### src/rtl/pc_sequencer.sv
// Fetch PC sequencer: sequential fetch, prioritised redirects, and stall-time capture of
// redirect targets so that a delay-slot redirect is not lost while the pipeline is held.
//
// state | meaning
// BOOT  | first cycle after reset, fetch disabled, PC held at RESET_PC
// RUN   | normal fetch, PC advances by 4 or jumps to a redirect target
// PEND  | stalled with a captured redirect target waiting to be loaded
module pc_sequencer #(
    parameter logic [31:0] RESET_PC = 32'hBFC0_0000
) (
    input  logic        clk,
    input  logic        rst,
    input  logic        stall_i,
    input  logic        branch_taken_i,
    input  logic [31:0] branch_base_i,
    input  logic [31:0] branch_offset_i,
    input  logic        jump_i,
    input  logic [25:0] jump_index_i,
    input  logic        jr_i,
    input  logic [31:0] jr_target_i,
    input  logic        exc_i,
    input  logic [31:0] exc_vector_i,
    output logic        inst_sram_en,
    output logic [31:0] inst_sram_addr,
    output logic [31:0] pc_o,
    output logic        pend_o,
    output logic        adel_o
);

    typedef enum logic [1:0] {BOOT, RUN, PEND} state_t;

    state_t      state_q, state_d;
    logic [31:0] pc_q, pc_d;
    logic [31:0] pend_q, pend_d;
    logic [31:0] branch_tgt;
    logic [31:0] jump_tgt;
    logic [31:0] redir_tgt;
    logic        req_any;
    logic        unused_offset_hi;

    // The word offset is shifted left by two, so its top two bits fall off.
    assign unused_offset_hi = ^branch_offset_i[31:30];
    assign branch_tgt       = branch_base_i + {branch_offset_i[29:0], 2'b00};
    assign jump_tgt         = {branch_base_i[31:28], jump_index_i, 2'b00};
    assign req_any          = exc_i | jr_i | jump_i | branch_taken_i;

    always_comb begin
        redir_tgt = branch_tgt;
        if (exc_i) begin
            redir_tgt = exc_vector_i;
        end else if (jr_i) begin
            redir_tgt = jr_target_i;
        end else if (jump_i) begin
            redir_tgt = jump_tgt;
        end
    end

    always_comb begin
        state_d = state_q;
        pc_d    = pc_q;
        pend_d  = pend_q;
        case (state_q)
            BOOT: begin
                state_d = RUN;
            end
            RUN: begin
                if (exc_i) begin
                    pc_d = exc_vector_i;
                end else if (!stall_i) begin
                    pc_d = req_any ? redir_tgt : pc_q + 32'd4;
                end else if (req_any) begin
                    pend_d  = redir_tgt;
                    state_d = PEND;
                end
            end
            PEND: begin
                // An exception is taken immediately even under stall and drops the stale target.
                if (exc_i) begin
                    pc_d    = exc_vector_i;
                    pend_d  = 32'd0;
                    state_d = RUN;
                end else if (!stall_i) begin
                    pc_d    = pend_q;
                    state_d = RUN;
                end
            end
            default: begin
                state_d = BOOT;
            end
        endcase
    end

    always_ff @(posedge clk or posedge rst) begin
        if (rst) begin
            state_q <= BOOT;
            pc_q    <= RESET_PC;
            pend_q  <= 32'd0;
        end else begin
            state_q <= state_d;
            pc_q    <= pc_d;
            pend_q  <= pend_d;
        end
    end

    assign pc_o           = pc_q;
    assign inst_sram_addr = pc_q;
    assign inst_sram_en   = (state_q != BOOT);
    assign pend_o         = (state_q == PEND);
    assign adel_o         = (pc_q[1:0] != 2'b00);

endmodule

### config.mk
export PLATFORM = sky130hd
export DESIGN_NAME = pc_sequencer
export DESIGN_NICKNAME = d
export VERILOG_FILES = /design/src/rtl/pc_sequencer.sv
export SDC_FILE = /design/constraint.sdc
export NUM_CORES = 1
export LEC_CHECK = 0
export ABC_AREA = 1
export BUFFER_PORTS_ARGS = -buffer_cell sky130_fd_sc_hd__buf_2
export CAP_MARGIN = 5
export CORE_MARGIN = 2
export CORE_UTILIZATION = 53
export CTS_CLUSTER_DIAMETER = 80
export CTS_CLUSTER_SIZE = 16
export DETAILED_ROUTE_END_ITERATION = 7
export MAX_ROUTING_LAYER = met4
export PLACE_DENSITY_LB_ADDON = 0.05
export SYNTH_ARGS = -nofsm -noshare
export SYNTH_HDL_FRONTEND = slang
export SYNTH_SLANG_ARGS = --single-unit
### constraint.sdc
create_clock -name clk -period 2.8 [get_ports clk]
set_input_delay 0.7 -clock clk [delete_from_list [all_inputs] [get_ports clk]]
set_output_delay 0.7 -clock clk [all_outputs]
set_load 0.02 [all_outputs]
* Word level (Yosys, flattened, before mapping) *
Index checks and enable logic that the tools add are counted.

storage, ports and cells
  flip-flop bits (word level) = 66
  input bits = 161
  output and inout port bits = 67
  logic and storage cells = 42

operators by class
  add/subtract/negate cells = 2
  eq/ne operators = 8
  multiplexer cells = 19
  bitwise operators = 3
  reduce and logical (&&, ||, !) cells = 7

operators with widths
  cell                                            number
  2-to-1 mux 32 bit                               11
  case mux 32 bit (2 select lines)                2
  adder 32 x 3 -> 32 bit (second input constant)  1
  adder 32 bit                                    1
  2-to-1 mux 2 bit                                5
  != test 2 bit (second input constant)           4
  != test 3 bit (second input constant)           2
  case mux 2 bit (3 select lines)                 1
  nonzero test 2 bit                              3
  AND reduction 5 bit                             1
  AND reduction 4 bit                             1
  OR 1 bit                                        3
  AND reduction 3 bit                             1
  == test 2 x 1 -> 1 bit (second input constant)  1
  == test 2 bit (second input constant)           1
  zero test 2 bit                                 1

* Depth between registers and ports, before layout *
  word-level depth = 7
  mapped depth = 16
  mapped depth without buffers = 16

* Least setup slack after synthesis *
OpenSTA, ideal clock, no wires.

  kind = input port to flip-flop
  start point = in branch_base_i[2]
  end point = reg pend_q[18]
  library setup time = 118 ps
  arrival = 2264 ps
  required time = 2682 ps
  setup slack = 418 ps
  stages = 14
  path buffers = 0
  cell sequence = ha_1 -> inv_1 -> fa_1 -> inv_1 -> nand3_1 -> nand3_1 -> nand2_1 -> nand2_1 -> a21oi_1 -> nand2_1 -> nand2_1 -> o21ai_0 -> a21oi_1 -> a21o_1

on the way
  word-level cells in the longest chain between the ends = 7

ends and longest elaborated chain
  item                              line  text
  start: declaration                15    input logic [31:0] branch_base_i,
  adder 32 bit                      43    assign branch_tgt = branch_base_i + {branch_offset_i[29:0], 2'b00};
  2-to-1 mux 32 bit                 53    end else if (jump_i) begin
  2-to-1 mux 32 bit                 51    end else if (jr_i) begin
  2-to-1 mux 32 bit                 71    end else if (req_any) begin
  2-to-1 mux 32 bit                 69    end else if (!stall_i) begin
  2-to-1 mux 32 bit                 67    if (exc_i) begin
  case mux 32 bit (2 select lines)  62    case (state_q)
  end signal: assignment            101   pend_q <= pend_d;
  end: declaration                  34    logic [31:0] pend_q, pend_d;

Every way passes these cells. The select of a mux whose other input is x is not followed.
A chain may end at the register's enable or synchronous reset.

* Worst setup path in the final report *
  start point = in branch_base_i[2]
  end point = reg pc_q[18], in the netlist inst_sram_addr[18]

on the way
  word-level cells in the longest chain between the ends = 7

ends and longest elaborated chain
  item                              line  text
  adder 32 bit                      43
  2-to-1 mux 32 bit                 53
  2-to-1 mux 32 bit                 51
  2-to-1 mux 32 bit                 70    pc_d = req_any ? redir_tgt : pc_q + 32'd4;
  2-to-1 mux 32 bit                 69
  2-to-1 mux 32 bit                 67
  case mux 32 bit (2 select lines)  62
  end signal: assignment            100   pc_q <= pc_d;
  end: declaration                  33    logic [31:0] pc_q, pc_d;

Every way passes these cells. The select of a mux whose other input is x is not followed.

==> reports/qor.txt <==
Setup crit start kind = input port
Most frequent cell after synthesis = nand2_1
Vert. Die Dim = 119 um
Initial core utilization = 53.7%
Die width = 119 um
Reg2Reg Depth = 9
Critical path required time = 3.01 ns
Post-route cell area = 8560 um^2
Seq cells post-synth = 66
Mean Syn Cell Area = 6.27 um^2
Clk buf depth = 2
Crit share post-route = 87.5%
Synth Area in Compound Gates = 18.9%
Hold Crit Class = input port to asynchronous set/reset pin
Die area = 14200 um^2
Via count = 8130
Critical path class = input port to register
Setup TNS = 0 ns
Largest net degree at the start of global routing = 67
Reg-to-Reg Start = state_q[0]
Reg2reg end = inst_sram_addr[4]
First-pass GRT wire length = 37300 um
Post-Synth Simple-Gate Area = 35.5%
Antenna violations before repair = 0
Clock Skews = 0.00661 ns
Crit end category = register
Final Wtd Congestion = 0.987
Crit path to = inst_sram_addr[18]
Drt initial violations = 578
CTS Hold Bufs = 0
Leakage = 0.00468 uW
Dpl cells = 1481
Cts bufs inserted = 9
Least-Margin Pin Slew = 0.484 ns
Core ar. = 13100 um^2
Port Buf Inserts = 225
# resized after CTS = 0
Via density = 5.43
Detail Route Antenna Nets = 0
Non-Filler Instances = 1497
Synth cell types = 52
Largest family of logic cells by synthesized area = simple AND/OR/NAND/NOR gates
# DRC = 0
Hpwl dp = 18700 um
Worst path max stage delay = 0.35 ns
Slew headroom = 67.6%
Dpl cell area = 8190 um^2
Via count of the first global-routing pass = 7495
Dpl ws = 0.0658 ns
Root buf cell = clkbuf_16
Peak Freq = 408 MHz
Seq/Total Area, Yosys = 23.6%
Synthesized netlist cell count = 1121
Power Total = 7860 uW
Setup ws final = 0.350 ns
Synth top cells by count = 331 x nand2_1, 138 x inv_1, 113 x nor2_1
PD cells = 918 nW/um^2
Worst-path fanout max = 3
CP Launch Point = branch_base_i[2]
CP max-delay cell = fa_1
Reg clk slew, reported paths = 0.06 ns
Post-synth EDFFs = 0
Share of the synthesized area in the top cell type = 20.3%
Layout cells sized above 1 = 23.3%
# IOs = 228
Cell Area, Synth = 7030 um^2
Minimum clock period = 2.45 ns
Max VDD drop = 0.365 mV
RSZ-0062 raised after global routing = no
First-pass DRT Iterations = 7
Portion of netlist area occupied by mux cells = 0%
# clock sinks = 66
Synth area leaders = dfrtp_1 20%, nand2_1 18%, inv_1 7.4%
Max_cap viols = 0
Cell taking the most area after synthesis = dfrtp_1
FP Rows = 42
Gr usage total = 34.0%
Syn_nets = 1316
# setup viols final = 0
Critical Path AT = 2.66 ns
Setup repair bufs after CTS = 0
Max Slew Vio Count = 0
Status = completed
Grt total ovfl = 0
Ys flop type = dfrtp_1
Adder-Cell Fraction of Synth Area = 6.16%
Post-synthesis xor/xnor area fraction = 2.49%
FF-to-FF setup slack = 0.68 ns
Asr flop ratio synth = 100%
Number of hold violations in the final report = 0
Yosys warnings = 0
Worst skew pair latency = 0.34 ns
Area grow syn2layout = 21.7%
CTS tree = yes
Fin nets = 1511
CTS H-tree lvls = 3
Post-Route WL = 23100 um
Post-DR wirelength/cell = 15.4 um
Critical-path cell list = buf_2, ha_1, inv_1, fa_1, inv_1, nand3_1, nand3_1, nand2_1, nand2_1, a21oi_1, nand2_1, nand2_1, o21ai_0, nand3_1, nand3_1, a21oi_1
Ant diodes = 0
-- how the worst min path moves through the flow --
stage / cells after the start / slack, ns / end / from
finish: 3 / 0.41 / inst_sram_addr[4] / rst
floorplan: 1 / 0.45 / pend_q[14] / pend_q[14]
CTS: 3 / 0.44 / inst_sram_addr[4] / rst
detailed placement: 1 / 0.47 / pend_q[28] / pend_q[28]
global placement: 1 / 0.46 / pend_q[18] / pend_q[18]
global route: 3 / 0.45 / inst_sram_addr[3] / rst
-- cell usage in the layout, fill, tap and decap left out, types with 4 or more instances in the layout --
master     synthesis  final
nand2_1          331    331
buf_2             10    225
inv_1            138    137
nor2_1           113    113
a21oi_1           77     77
nand3_1           65     65
dfrtp_1           57     57
o21ai_0           43     43
ha_1              33     33
buf_4             33     23
nor3_1            18     18
a221oi_1          17     17
nand4_1           16     16
xnor2_1           13     13
a22oi_1           12     12
inv_2              9     10
a21o_1            10     10
o22ai_1            9      9
clkbuf_16          0      9
dfstp_2            9      9
o211ai_1           7      7
xor2_1             7      7
a22o_1             6      6
nor2_4             6      6
o21bai_1           6      6
nand3b_1           6      6
o21ai_1            6      5
bufinv_16          0      4
-- through the flow --
stage,util [%],hold slack [ns]
5_1_grt,65.4,0.452
4_1_cts,65.4,0.436
3_3_place_gp,62.6,0.463
3_5_place_dp,62.6,0.471
2_1_floorplan,-,0.450
6_report,65.4,0.412
-- area by class of cell --
type / instances / area [um^2]
Clock buffer: 9 / 225
Clock inverter: 7 / 141
Fill cell: 1278 / 4520
Inverter: 147 / 552
Multi-Input combinational cell: 843 / 4440
Sequential cell: 66 / 1660
Tap cell: 176 / 220
Timing Repair Buffer: 249 / 1320
-- state kept, by name (all words and copies together) (netlist names) --
signal / count
inst_sram_addr: 32
pend_q: 32
state_q: 2
-- per-layer routing --
layer / vias up / routed length (um) / GRT usage (%)
met4: 0 / 654 / 12.6
met2: 362 / 10900 / 55.0
met3: 44 / 1490 / 2.49
met5: - / 0 / -
li1: 4058 / - / -
met1: 3666 / 10100 / 44.9
-- report_power, final --
group | total [uW] | internal, uW | switching (uW)
logic | 4460 | 1520 | 2940
clock network | 1390 | 959 | 431
registers | 2000 | 1490 | 512
-- cell families (layout without fill, tap and decap cells) --
| group | count (synthesis) | count (layout) |
|---|---|---|
| flops | 66 | 66 |
| fa+ha+maj | 34 | 34 |
| xor+xnor | 20 | 20 |
| simple gates | 575 | 575 |
| buf+inv | 212 | 412 |
| compound gates | 214 | 214 |
-- worst max-delay path, delay by kind of cell --
kind	cells	cell delay [ns]
AO/OA/AOI/OAI	3	0.45
AND/OR/NAND/NOR	8	0.74
buffers and inverters	3	0.21
adder cells (fa/ha/maj)	2	0.52
No activity file was read; power rests on OpenSTA's default activity.
